**src/rtl/tick_timer_arbiter.sv**
```systemverilog
// tick_timer_arbiter: round-robin sharing of one tick generator, with the
// final count returned per requester over a valid/ready result port.
module tick_timer_arbiter #(
    parameter int N_REQ = 4,
    parameter int TICK_W = 17,
    parameter int MAX_TICKS = 96000,
    localparam int ID_W = $clog2(N_REQ)
) (
    input  logic              clk,
    input  logic              rst_n,
    input  logic [N_REQ-1:0]  req,
    output logic [N_REQ-1:0]  gnt,
    output logic              tg_start,
    input  logic [TICK_W-1:0] tg_ticks,
    output logic              res_valid,
    input  logic              res_ready,
    output logic [TICK_W-1:0] res_ticks,
    output logic [ID_W-1:0]   res_id,
    output logic              res_timeout,
    output logic              busy
);
    typedef enum logic [1:0] {IDLE, RUN, REPORT} state_t;
    state_t              state_q;
    logic [ID_W-1:0]     owner_q, last_q, sel_d;
    logic                hit_d;
    logic [N_REQ-1:0]    gnt_q;
    logic                tg_start_q, res_valid_q, res_timeout_q;
    logic [TICK_W-1:0]   res_ticks_q;
    logic [ID_W-1:0]     res_id_q;
    int                  idx;
    // Descending scan so the nearest set bit after last_q is assigned last and wins.
    always_comb begin
        sel_d = last_q;
        hit_d = 1'b0;
        idx = 0;
        for (int k = N_REQ; k >= 1; k--) begin
            idx = (int'(last_q) + k) % N_REQ;
            if (req[ID_W'(idx)]) begin
                sel_d = ID_W'(idx);
                hit_d = 1'b1;
            end
        end
    end
    always_ff @(posedge clk) begin
        if (!rst_n) begin
            state_q       <= IDLE;
            last_q        <= ID_W'(N_REQ - 1);
            owner_q       <= '0;
            gnt_q         <= '0;
            tg_start_q    <= 1'b0;
            res_valid_q   <= 1'b0;
            res_ticks_q   <= '0;
            res_id_q      <= '0;
            res_timeout_q <= 1'b0;
        end else begin
            case (state_q)
                IDLE: if (hit_d) begin
                    owner_q    <= sel_d;
                    last_q     <= sel_d;
                    gnt_q      <= {{(N_REQ-1){1'b0}}, 1'b1} << sel_d;
                    tg_start_q <= 1'b1;
                    state_q    <= RUN;
                end
                // A still-held request at exit can only mean saturation, since release has priority.
                RUN: if (!req[owner_q] || tg_ticks >= TICK_W'(MAX_TICKS)) begin
                    res_ticks_q   <= tg_ticks;
                    res_timeout_q <= req[owner_q];
                    res_id_q      <= owner_q;
                    res_valid_q   <= 1'b1;
                    tg_start_q    <= 1'b0;
                    gnt_q         <= '0;
                    state_q       <= REPORT;
                end
                REPORT: if (res_ready) begin
                    res_valid_q <= 1'b0;
                    state_q     <= IDLE;
                end
                default: state_q <= IDLE;
            endcase
        end
    end
    assign gnt         = gnt_q;
    assign tg_start    = tg_start_q;
    assign res_valid   = res_valid_q;
    assign res_ticks   = res_ticks_q;
    assign res_id      = res_id_q;
    assign res_timeout = res_timeout_q;
    assign busy        = state_q != IDLE;
endmodule

```
**config.mk**
```make
export PLATFORM = sky130hd
export DESIGN_NAME = tick_timer_arbiter
export DESIGN_NICKNAME = d
export VERILOG_FILES = /design/src/rtl/tick_timer_arbiter.sv
export SDC_FILE = /design/constraint.sdc
export NUM_CORES = 1
export LEC_CHECK = 0
export BUFFER_PORTS_ARGS = -buffer_cell sky130_fd_sc_hd__buf_4
export CAP_MARGIN = 20
export CORE_ASPECT_RATIO = 0.6
export CORE_UTILIZATION = 40
export CTS_CLUSTER_SIZE = 28
export DETAILED_ROUTE_END_ITERATION = 12
export PLACE_DENSITY = 0.64
export RECOVER_POWER = 100
export SLEW_MARGIN = 5
export SYNTH_ARGS = -nofsm -noshare
export SYNTH_HDL_FRONTEND = slang
export SYNTH_SLANG_ARGS = --single-unit
export TNS_END_PERCENT = 5
```
**constraint.sdc**
```tcl
create_clock -name clk -period 4.3 [get_ports clk]
set_input_delay 0.86 -clock clk [delete_from_list [all_inputs] [get_ports clk]]
set_output_delay 0.86 -clock clk [all_outputs]
set_load 0.005 [all_outputs]
```
======== Word-level counts from Yosys, hierarchy flattened ========
Index checks and enable logic that the tools add are counted.
storage, ports and cells
  bits in registers ....................... 32
  input bits .............................. 24
  output and inout port bits .............. 27
  word-level logic and storage cells ...... 71
cells by class
  add/subtract/negate cells ............... 4
  magnitude comparators ................... 6
  eq/ne operators ......................... 5
  shift-type cells ........................ 1
  mux-type cells .......................... 35
  reductions and logical operators ........ 11
operator list
  cell                                                        number
  >= comparator 17 bit, second input constant                 1
  two-way mux 1 bit                                           17
  less-than comparator 2 x 4 -> 1 bit, second input constant  4
  two-way mux 2 bit                                           7
  binary-select mux 1 bit (select 2 bit)                      5
  AND reduction 3 bit                                         3
  two-way mux 4 bit                                           2
  case mux 4 bit (2 select lines)                             1
  != test 2 bit, second input constant                        3
  case mux 2 bit (3 select lines)                             1
  nonzero test 2 bit                                          3
  adder 2 x 1 -> 2 bit, second input constant                 2
  adder 2 bit, second input constant                          2
  case mux 1 bit (2 select lines)                             2
  AND reduction 2 bit                                         2
  << shifter 1 x 2 -> 4 bit, first input constant             1
  less-than comparator 2 x 3 -> 1 bit, second input constant  1
  equality test 2 x 1 -> 1 bit, second input constant         1
  equality test 2 bit, second input constant                  1
  logical NOT 2 bit                                           1
  logical NOT 1 bit                                           1
  logical OR 1 bit                                            1

======== Depth between registers and ports, before layout ========
  word-level depth ........................ 11
  mapped depth ............................ 6
  mapped depth without buffers ............ 4

======== Worst setup path after synthesis ========
No wires, ideal clock.
  path kind ............................... input to register
  start point ............................. input req[3]
  end point ............................... register res_id_q[0] (netlist: res_id[0])
  library setup time ...................... 0.072 ns
  data arrival time ....................... 2.029 ns
  data required time ...................... 4.228 ns
  path slack .............................. 2.200 ns
  cell stages on the path ................. 6
  buffers on the path ..................... 2
  cell sequence ........................... mux4_2 o31a_1 nor3_2 buf_6 buf_12 mux2i_1
between the ends
  cells in the longest elaborated chain, start to end .. 5
RTL lines
  item                                     RTL line  source
  start: declaration                       11        input logic [N_REQ-1:0] req,
  binary-select mux 1 bit (select 2 bit)   65        RUN: if (!req[owner_q] || tg_ticks >= TICK_W'(MAX_TICKS)) begin
  two-way mux 1 bit (implied by the code)  65
  logical NOT 1 bit                        65
  logical OR 1 bit                         65
  AND reduction 2 bit (no line)            -
  end signal: assignment                   68        res_id_q <= owner_q;
  end: declaration                         29        logic [ID_W-1:0] res_id_q;
Every way passes these cells. The select of a mux whose other input is x is not followed.
A chain may end at the register's enable or synchronous reset.

======== Worst setup path in the final report ========
  start point ............................. input req[3]
  end point ............................... register res_ticks_q[13] (netlist: res_ticks[13])
between the ends
  cells in the longest elaborated chain, start to end .. 5
RTL lines
  item                                     RTL line  source
  binary-select mux 1 bit (select 2 bit)   65
  two-way mux 1 bit (implied by the code)  65
  logical NOT 1 bit                        65
  logical OR 1 bit                         65
  AND reduction 2 bit (no line)            -
  end signal: assignment                   66        res_ticks_q <= tg_ticks;
  end: declaration                         28        logic [TICK_W-1:0] res_ticks_q;
Every way passes these cells. The select of a mux whose other input is x is not followed.

==> impl_metrics.csv <==
group,metric,value,unit
sta,finClkSkew,0.004157,ns
clocking,cts_h_tree_depth,2,
yosys,synthDistinctLibCells,31,
sta,timing.max_slew.rel_slack,7.048,%
clocking,clock_path_buffers,2,
sta,fin_setup_tns,0,ns
sta,report.final.hold_viol_count,0,
job,maxCapViolations,0,
grt,antenna_found_initial,0,
routing,ant_nets,0,
finish,finalNetCount,224,
worst_setup_path,worst-endpoint-required,4.52,ns
placement,dp_hpwl,2362,um
grt,number_of_global_route_vias_before_repair,1076,
die,initial_core_util,42.30,%
yosys,average_cell_area_after_synthesis,9.137,um2
finish,final_layout_size_suffix_gt1_share,28.86,%
clocking,tritoncts,"built",
sta,period_minus_slack,3.124,ns
finish,fill_cells,321,
routing,final_routed_wirelength_across_all_metal_layers,3156,um
run_status,status,"finished, final reports clean",
power,power.internal,600.3,uW
clocking,cts-buffers-inserted,5,
yosys,async_reset_ff_share,0,%
grt,grt_start_max_net_pins,51,
routing,average_via_count_per_standard_cell,4.850,
die,dieHeight,47.65,um
sta,final_max_slew_viol_count,0,
finish,antennaDiodeCount,0,
die,die_wd,78.07,um
power,power.share.combinational,22.5,%
finish,utilization,56.25,%
power,leakage_power,0.0007959,uW
placement,routabilityCongestion,0.7110,
clocking,cts_resized,0,
grt,grt_first_pass_wirelength,4940,um
sta,timing.final.crit_share,72.65,%
worst_setup_path,critical_path_class,"input port to register",
power,vdd.ir_drop.worst,0.1568,mV
sta,finalSetupViolations,0,
power,power-per-cell-area,444.9,mW/mm2
yosys,postSynth.topFlopCell,"dfxtp_1",
power,p_sw,221.3,uW
worst_setup_path,critical_path.max_fanout,18,
finish,final_cell_mix,"nand2_1 (39), dfxtp_1 (32), clkbuf_4 (25)",
min_path,timing.hold.worst.class,"register to register",
clocking,setup_repair_bufs_after_cts,0,
power,power.share.clock,34.2,%
finish,area_delta_synth_final,32.97,%
yosys,synth_cells,152,
die,floorplan.die_area,0.003720,mm2
yosys,synth.ff_latch_count,32,
clocking,ctsRootBufferMaster,"clkbuf_8",
yosys,synth.yosys.seq_area_share,46.13,%
clocking,cts_hold_buffers,0,
die,coreArea,0.003283,mm2
worst_setup_path,crit_path_end_kind,"register",
worst_setup_path,critPathLaunchType,"input port",
sta,maxClockFrequency,320.1,MHz
power,switching_share,26.94,%
yosys,yosysWarningCount,0,
finish,ff_latch_area,640.6,um2
yosys,mappedNetlistArea,0.001389,mm2
sta,rsz0062_at_grt,"no",
routing,drtPass1Iterations,4,
routing,wl_per_cell,12.83,um
yosys,synth-edff-count,0,
power,power_frac_seq,43.4,%
worst_setup_path,timing.critical_path.arrival,3.34,ns
finish,multiInputGateArea,648.1,um2
routing,drt_drc_violations_left,0,
routing,drt_iter0_drc,56,
die,pin_count,51,
yosys,mappedNetlistNets,176,
placement,port_buffers,50,
die,row_count,16,
clocking,insertion_delay,0.29,ns
routing,vias,1193,
grt,gr-total-overflow,0,
clocking,worst_setup_hold_path_clk_slew,0.06,ns
sta,timing_worst_slew_pin_value,1.384,ns
finish,layout_commonest_cell,"nand2_1",
grt,overall_routing_resource_usage,18.32,%
clocking,cts_sinks,32,
## path summary, 6_finish.rpt
| path | startpoint | end | slack [ns] | cells after the start |
|---|---|---|---|---|
| worst max-delay path | req[3] | res_ticks[13] | 1.18 | 6 |
| worst min-delay path | res_ticks[0] | res_ticks[0] | 0.46 | 2 |
| worst max register to register | owner_q[0] | res_ticks[13] | 1.46 | 5 |
| worst min register to register | res_ticks[0] | res_ticks[0] | 0.46 | 2 |
## sequential cells by signal (all words and copies together), names as in the netlist
name and count:
gnt 4, last_q 2, owner_q 2, res_id 2, res_ticks 17, res_timeout 1, res_valid 1, state_q 2
tg_start 1
## worst max-delay path: stages
cell and delay (ns):
clkbuf_1 0.12, mux4_2 0.50, o31a_1 0.14, nor3_1 1.05, buf_4 0.45, mux2i_1 0.22
## final cells by class
class | instances | area share, %
multi-input cells | 105 | 35.09
flip-flops and latches | 32 | 34.69
repair buffers | 51 | 20.33
clock buffers | 6 | 3.930
well taps | 45 | 3.049
clock inverters | 2 | 1.897
inverters | 5 | 1.016
## power groups by stage
stage	Clock, uW	Sequential (uW)	Combinational, uW
5_1_grt	304	361	205
4_1_cts	289	358	193
2_1_floorplan	0	362	119
3_3_place_gp	0	363	187
3_5_place_dp	0	364	192
6_report	281	356	185
## through the flow
step           setup slack (ns)  cell area, um2  cells  hold slack [ns]  power [uW]
2_1_floorplan             2.200            1389    152           0.4511       480.9
3_3_place_gp              1.628            1760    238           0.4433       550.2
3_5_place_dp              1.558            1760    238           0.4505       556.4
4_1_cts                   1.847            1868    246           0.4625       840.5
5_1_grt                  0.9451            1847    246           0.4746       870.3
6_report                  1.176            1847    246           0.4575       821.6
## cells by family (layout without fill, tap and decap cells)
family	after synthesis	after routing	share of synthesized area [%]
multiplexers	19	19	14.59
AO/OA/AOI/OAI	24	24	12.43
buffers and inverters	15	64	6.666
AND/OR/NAND/NOR	62	62	20.18
flip-flops	32	32	46.13
## synth_stat cells (4+ instances only)
| master | n | area [um2] |
|---|---|---|
| o21ai_0 | 4 | 20.02 |
| mux2i_1 | 18 | 180.2 |
| dfxtp_1 | 32 | 640.6 |
| clkbuf_1 | 6 | 22.52 |
| nand2b_1 | 4 | 25.02 |
| o32ai_1 | 4 | 35.03 |
| inv_1 | 5 | 18.77 |
| a21oi_1 | 5 | 25.02 |
| nand3_1 | 4 | 20.02 |
| nor2_1 | 5 | 18.77 |
| nand2_1 | 39 | 146.4 |
## routing by layer
layer	wire, um	share of wire (%)	track usage, %
met2	1380	44	28.25
met4	44	1.4	8.889
met1	1570	50	24.19
met3	160	5.1	5.524
met5	0	0	0
No activity file was read; power rests on OpenSTA's default activity.
